<file path="config.mk">
export PLATFORM = sky130hd
export DESIGN_NAME = x3_writeback_unit
export DESIGN_NICKNAME = d
export VERILOG_FILES = /design/src/rtl/x3_writeback_unit_pkg.sv /design/src/rtl/x3_writeback_unit_sad_min_tracker.sv /design/src/rtl/x3_writeback_unit.sv
export SDC_FILE = /design/constraint.sdc
export NUM_CORES = 1
export LEC_CHECK = 0
export ABC_AREA = 1
export BUFFER_PORTS_ARGS = -buffer_cell sky130_fd_sc_hd__buf_2
export CORE_AREA = 2 2 190 192
export DETAILED_ROUTE_END_ITERATION = 10
export DIE_AREA = 0 0 192 194
export SYNTH_ARGS = -nofsm -noshare
export SYNTH_HDL_FRONTEND = slang
export SYNTH_SLANG_ARGS = --single-unit
</file>
<file path="constraint.sdc">
create_clock -name Clk -period 16 [get_ports Clk]
set_input_delay 3.2 -clock Clk [delete_from_list [all_inputs] [get_ports Clk]]
set_output_delay 3.2 -clock Clk [all_outputs]
set_load 0.1 [all_outputs]
</file>
<file path="src/rtl/x3_writeback_unit_pkg.sv">
// x3_writeback_unit_pkg: shared load-width encodings, JAL register, tracker counter width, load extract helper
package x3_writeback_unit_pkg;
  localparam logic [1:0] BITS_WORD = 2'b00;
  localparam logic [1:0] BITS_HALF = 2'b01;
  localparam logic [1:0] BITS_BYTE = 2'b10;
  localparam logic [1:0] BITS_WORD_ALT = 2'b11;
  localparam logic [4:0] JAL_REG = 5'd31;
  localparam int CNT_W = 16;
  function automatic logic [31:0] load_extract(input logic [1:0] bits, input logic [31:0] d);
    return bits == BITS_HALF ? {{16{d[15]}}, d[15:0]} :
           bits == BITS_BYTE ? {{24{d[7]}}, d[7:0]} : d;
  endfunction
endpackage

</file>
<file path="src/rtl/x3_writeback_unit_sad_min_tracker.sv">
// sad_min_tracker: sums four SAD partials and tracks the running minimum with its candidate index
//   Clk, Reset        : clock, sync active-high reset
//   en                : a candidate is presented this cycle (X3_minRegWrite)
//   b0..b3            : SAD partial sums
//   candidate         : new sum if it beats (or there is no) current minimum, else current minimum
//   min_sad/min_index/min_valid : tracker state
module sad_min_tracker
  import x3_writeback_unit_pkg::*;
(
  input  logic             Clk,
  input  logic             Reset,
  input  logic             en,
  input  logic [31:0]      b0,
  input  logic [31:0]      b1,
  input  logic [31:0]      b2,
  input  logic [31:0]      b3,
  output logic [31:0]      candidate,
  output logic [31:0]      min_sad,
  output logic [CNT_W-1:0] min_index,
  output logic             min_valid
);
  logic [31:0] sad_sum;
  logic [CNT_W-1:0] cnt;
  logic take;
  assign sad_sum = b0 + b1 + b2 + b3;
  // strict compare so ties keep the earlier minimum
  assign take = !min_valid || sad_sum < min_sad;
  assign candidate = take ? sad_sum : min_sad;
  always_ff @(posedge Clk) begin
    if (Reset) begin
      cnt <= '0;
      min_sad <= '0;
      min_index <= '0;
      min_valid <= 1'b0;
    end else if (en) begin
      cnt <= cnt + 1'b1;
      if (take) begin
        min_sad <= sad_sum;
        min_index <= cnt;
        min_valid <= 1'b1;
      end
    end
  end
endmodule

</file>
<file path="src/rtl/x3_writeback_unit.sv">
// x3_writeback_unit: X3 writeback mux, HI/LO registers and min-SAD tracker
//   Clk, Reset              : clock, sync active-high reset
//   X3_* datapath/controls  : values and selects from the X3 stage
//   WB_WriteData/Reg/RegWrite : combinational register-file write port
//   Hi, Lo                  : architectural HI/LO registers
//   MinSAD, MinIndex, MinValid : running-minimum SAD state
module x3_writeback_unit
  import x3_writeback_unit_pkg::*;
(
  input  logic             Clk,
  input  logic             Reset,
  input  logic [31:0]      X3_PCAdd4,
  input  logic [31:0]      X3_DataMemOut,
  input  logic [31:0]      X3_ALUOut,
  input  logic [31:0]      X3_HiLoOut,
  input  logic [63:0]      X3_MaddOut,
  input  logic [4:0]       X3_WriteRegCarry,
  input  logic             X3_MemToReg,
  input  logic             X3_Jal_Mux,
  input  logic             X3_SEL_Madd,
  input  logic             X3_HiLo_WB,
  input  logic             X3_RegWrite,
  input  logic             X3_WriteDataHi,
  input  logic             X3_WriteDataLo,
  input  logic             X3_minRegWrite,
  input  logic [1:0]       X3_BitsIn,
  input  logic [31:0]      X3_sad_add_b0_out,
  input  logic [31:0]      X3_sad_add_b1_out,
  input  logic [31:0]      X3_sad_add_b2_out,
  input  logic [31:0]      X3_sad_add_b3_out,
  output logic [31:0]      WB_WriteData,
  output logic [4:0]       WB_WriteReg,
  output logic             WB_RegWrite,
  output logic [31:0]      Hi,
  output logic [31:0]      Lo,
  output logic [31:0]      MinSAD,
  output logic [CNT_W-1:0] MinIndex,
  output logic             MinValid
);
  logic [31:0] candidate;
  sad_min_tracker u_tracker (
    .Clk(Clk),
    .Reset(Reset),
    .en(X3_minRegWrite),
    .b0(X3_sad_add_b0_out),
    .b1(X3_sad_add_b1_out),
    .b2(X3_sad_add_b2_out),
    .b3(X3_sad_add_b3_out),
    .candidate(candidate),
    .min_sad(MinSAD),
    .min_index(MinIndex),
    .min_valid(MinValid)
  );
  always_comb begin
    WB_WriteData = X3_minRegWrite ? candidate :
                   X3_Jal_Mux ? X3_PCAdd4 :
                   X3_HiLo_WB ? X3_HiLoOut :
                   X3_MemToReg ? load_extract(X3_BitsIn, X3_DataMemOut) : X3_ALUOut;
    WB_WriteReg = X3_Jal_Mux ? JAL_REG : X3_WriteRegCarry;
    WB_RegWrite = X3_RegWrite;
  end
  always_ff @(posedge Clk) begin
    if (Reset) begin
      Hi <= '0;
      Lo <= '0;
    end else if (X3_SEL_Madd) begin
      {Hi, Lo} <= X3_MaddOut;
    end else begin
      if (X3_WriteDataHi) Hi <= X3_ALUOut;
      if (X3_WriteDataLo) Lo <= X3_ALUOut;
    end
  end
endmodule

</file>
# Word level (Yosys, flattened, before mapping)
# Cells that the tools add are included.
[totals] reg_bits=129 input_bits=337 out_inout_bits=151 wordCells=30
[op_classes] n_lt_le_gt_ge=1 add_sub_neg=4 eq_ne=2 reduce_logical=5 mux=12
[op_table] cell="2-to-1 mux 32 bit" count=11
[op_table] cell="adder 32 bit" count=3
[op_table] cell="< comparator 32 bit" count=1
[op_table] cell="adder 16 x 1 -> 16 bit, second input constant" count=1
[op_table] cell="2-to-1 mux 5 bit" count=1
[op_table] cell="nonzero test 2 bit" count=2
[op_table] cell="equality test 2 x 1 -> 1 bit, second input constant" count=1
[op_table] cell="equality test 2 bit, second input constant" count=1
[op_table] cell="AND reduction 2 bit" count=1
[op_table] cell="logical NOT 1 bit" count=1
[op_table] cell="logical OR 1 bit" count=1

# Logic depth before layout (Yosys ltp)
[depth] ltp_word=7 mapped_depth=30 depth_no_buf=29

# By module
# From an unflattened synthesis, not the netlist that was laid out.
[hier_totals] hier_cells=2012 area_unflattened_um2=12373.1
[modules_own_cells] mod="sad_min_tracker" instances=1 cells_each=1169 area_per_inst_um2=7641.1 seq_area_each_um2=1301.2
[modules_own_cells] mod="x3_writeback_unit" instances=1 cells_each=843 area_per_inst_um2=4732.0 seq_area_each_um2=1281.2

# Least setup slack after synthesis
# Ideal clock, no wire load.
[synth_path] kind="input to output" from="in X3_sad_add_b0_out[1]" to="out WB_WriteData[11]" n_path_buf=1 t_arrival_ns=7.835 t_required_ns=12.800 setup_slack_ns=4.965 stages=28 cell_sequence="inv_1 fa_1 inv_1 fa_1 ha_1 fa_1 nand2_1 a21oi_2 nand2_1 nand2_1 nand2_1 nand2_1 nand2_1 nand3_1 nand2_1 inv_1 ha_1 nand2_1 nor2_1 nand4_1 a21oi_1 nor2_1 nand2_2 nand2_2 buf_2 nand2_1 nand3_1 o21ai_0"
[synth_between] elab_chain_cells=7
[synth_lines] element="from (decl)" line_no="x3_writeback_unit.sv:27" source="input logic [31:0] X3_sad_add_b0_out,"
[synth_lines] element="adder 32 bit * (3 in a row)" line_no="x3_writeback_unit_sad_min_tracker.sv:25" source="assign sad_sum = b0 + b1 + b2 + b3;"
[synth_lines] element="< comparator 32 bit" line_no="x3_writeback_unit_sad_min_tracker.sv:27" source="assign take = !min_valid || sad_sum < min_sad;"
[synth_lines] element="logical OR 1 bit" line_no="x3_writeback_unit_sad_min_tracker.sv:27"
[synth_lines] element="2-to-1 mux 32 bit *"
[synth_lines] element="2-to-1 mux 32 bit *" line_no="x3_writeback_unit.sv:55" source="WB_WriteData = X3_minRegWrite ? candidate :"
[synth_lines] element="to (decl)" line_no="x3_writeback_unit.sv:31" source="output logic [31:0] WB_WriteData,"
# Every way passes the cells marked *; elsewhere a longest branch is shown, timed or not.

# Worst setup path after layout
[layout_path] from="in X3_sad_add_b0_out[1]" to="out WB_WriteData[14]"
# The elaborated chain is that of the path after synthesis.

==> results.cfg <==
[hold_path]
hold_path_class = register to register
holdPathEnd = u_tracker.min_index[7]
min_from = u_tracker.cnt[7]
whs_path_depth = 2

[grt]
grt_pass1_vias = 13234
grt_max_degree = 92
track_usage = 0.258
antenna_found_initial = 5
overflow = 0
grt_util_met3 = 0.0492
met1_usage = 0.347
grt_pass1_wl_mm = 73.8
grt-busiest-layer = met2
use_met2 = 0.422

[synthesis]
syn_area_um2 = 11700
ys_warn_count = 0
yosysTopAreaCell = dfxtp_1
synthCells = 1868
synth_top_area_share = 0.220
ys_seq_area_frac = 0.220
ys_types = 42
synth_edf_count = 0
ys_async_sr_fraction = 0
synthTopCellsByCount = nand2_1, inv_1, nand3_1
synth_seq_cells = 129
ys.flop_type = dfxtp_1
synthTopCellsByArea = dfxtp_1, nand2_1, inv_1
syn_nets = 2330
synth_most_common_cell = nand2_1
synth.avg_cell_area_um2 = 6.27

[timing]
maxSlewHeadroom = 0.298
final_hold_viol_count = 0
setup_tns_ps = 0
fmaxAchievable_ghz = 0.0816
rsz0062_at_grt = false
slew_violations = 0
tightestPinTransition_ps = 1050
finClkSkew_ps = 5.98
finalSetupViolCount = 0
hold_slack_ps = 455
finalCritPeriodShare = 0.766
fin_crit_ps = 12250

[power_and_ir_drop]
finalPower_uw = 2430
p_leak_uw = 0.00862
vdd_ir_drop_max_uv = 202
power_density_nw_per_um2 = 161

[finish]
seq_area_um2 = 2580
final_cells = 2775
fillers = 3885
drive_above_1_share = 0.236
final_nets = 2761
multi_input_area_um2 = 7350
area_growth_pct = 28.5

[cts]
clock-sinks = 129
htree_levels = 4
cts_root_buffer = clkbuf_16
cts_tree = yes
post_cts_resized = 0
clk_path_buf_depth = 2
cts_hold_repair.buffers = 0
clk_latency_ps = 440
cts_inserted_buffers = 17
postCtsSetupRepairBufs = 0
path_clk_slew_ps = 60

[routing]
via_per_inst = 4.92
drtAntennaViolNets = 0
num_vias = 13663
dr.pass1.iters = 5
drt_iter0_drc = 1024
wl_per_cell_um = 17.4
drt-total-wl_mm = 48.4
drcViolationCount = 0

[worst_setup_path]
crit_buf_inv = 5
worst_setup_path_start_kind = primary input
slowest_delay_ps = 630
cp-end-kind = primary output
worst_path_max_delay_cell = nand2_2
crit_fanout = 33
cp.required_ps = 12800
r2r_cells = 13
r2r_setup_slack_ps = 12590
critPathTopFamily = simple AND/OR/NAND/NOR gates
arrival_ps = 9050
timing.rr.end = u_tracker.min_index[7]
cp-startpoint = X3_sad_add_b0_out[1]
path_common_cell = nand2_1
path_class = primary input to primary output
reg2reg_from = u_tracker.min_sad[27]

[placement]
gp_congestion = 0.950
dp_hpwl_mm = 38.4
numPortBuffers = 485
dp.cells = 2741

[run]
cap_violations = 0

[die]
die_h_um = 194
start_util = 0.333
io_pins = 488
die_w_um = 192
die-area_um2 = 37200
fp-row-count = 69
design.core.area_um2 = 35200

[outcome]
outcome = finished clean
worst reg2reg max path, cell delays in order, from the launching register on:
cell      delay (ps)
dfxtp_1          360
inv_1             80
ha_1             310
a21oi_1          160
o21ai_1           90
nand2_1           60
o211ai_1         100
nor2_1           220
nand2_2          450
nand2_2          760
nand2_4          240
inv_2            310
nand2_1           80
a21oi_1          120
through the flow:
| step | area, um2 | util | worst slack [ps] |
|---|---|---|---|
| 5_1_grt | 15100 | 0.428 | 3210 |
| 2_1_floorplan | 11700 | - | 4960 |
| 4_1_cts | 15100 | 0.427 | 3810 |
| 3_5_place_dp | 14500 | 0.411 | 3860 |
| 3_3_place_gp | 14500 | 0.411 | 3840 |
| 6_report | 15100 | 0.428 | 3750 |
cell usage in the layout, fill, tap and decap left out, drive strengths merged:
| master | instances |
|---|---|
| dfxtp | 129 |
| a31oi | 1 |
| o211ai | 10 |
| buf | 493 |
| o21bai | 5 |
| inv | 394 |
| nor4 | 4 |
| nor3b | 1 |
| o311ai | 9 |
| nand4 | 5 |
| clkinv | 3 |
| clkbuf | 20 |
| a211oi | 13 |
| a21oi | 110 |
| nor2 | 149 |
| fa | 62 |
| nand3b | 6 |
| o21ai | 120 |
| and3 | 1 |
| bufinv | 3 |
| nand3 | 159 |
| clkinvlp | 3 |
| xnor2 | 5 |
| or2 | 5 |
| o22ai | 8 |
| xor2 | 13 |
| diode | 4 |
| o21a | 2 |
| ha | 63 |
| nor3 | 10 |
| o31ai | 10 |
| a22oi | 26 |
| nand2 | 468 |
sequential cells by signal (all words and copies together) (netlist names):
register / count
u_tracker.min_sad: 32
u_tracker.min_valid: 1
Hi: 32
u_tracker.min_index: 16
u_tracker.cnt: 16
Lo: 32
how the worst max path moves through the flow:
stage	end	slack (ps)	depth (start not counted)
after floorplan	WB_WriteData[11]	4960	28
after global placement	WB_WriteData[26]	3840	29
after detailed placement	WB_WriteData[26]	3860	29
after CTS	WB_WriteData[26]	3810	29
after global routing	WB_WriteData[14]	3210	30
final	WB_WriteData[14]	3750	29
area by class of cell:
type | instances | share of cell area
multi-input combinational | 1265 | 0.488
sequential | 129 | 0.171
timing repair buffer | 493 | 0.165
inverter | 393 | 0.0979
tap | 461 | 0.0383
clock buffer | 20 | 0.0297
clock inverter | 10 | 0.00905
antenna | 4 | 0.000665
cell families (layout without fill, tap and decap cells):
| kind of cell | after synthesis | count (layout) | synth area share |
|---|---|---|---|
| adders and majority gates | 125 | 125 | 0.173 |
| and+or+nand+nor | 808 | 808 | 0.287 |
| xor gates and xnor gates | 18 | 18 | 0.0135 |
| other | 0 | 4 | 0 |
| DFF | 129 | 129 | 0.220 |
| buffers and inverters | 474 | 916 | 0.154 |
| AOI/OAI and AO/OA | 314 | 314 | 0.152 |
routing by layer:
| layer | routed length [um] | vias to the layer above |
|---|---|---|
| li1 | - | 6708 |
| met2 | 22400 | 595 |
| met5 | 12 | - |
| met1 | 21000 | 6300 |
| met3 | 4060 | 58 |
| met4 | 1020 | 2 |
report_power, final:
| group | internal [uW] | switching, uW | leakage [uW] |
|---|---|---|---|
| sequential | 366 | 32.2 | 0.00106 |
| combinational | 392 | 1240 | 0.00728 |
| clock | 247 | 158 | 0.000278 |
Note: power is estimated with default switching activity, not from simulation.
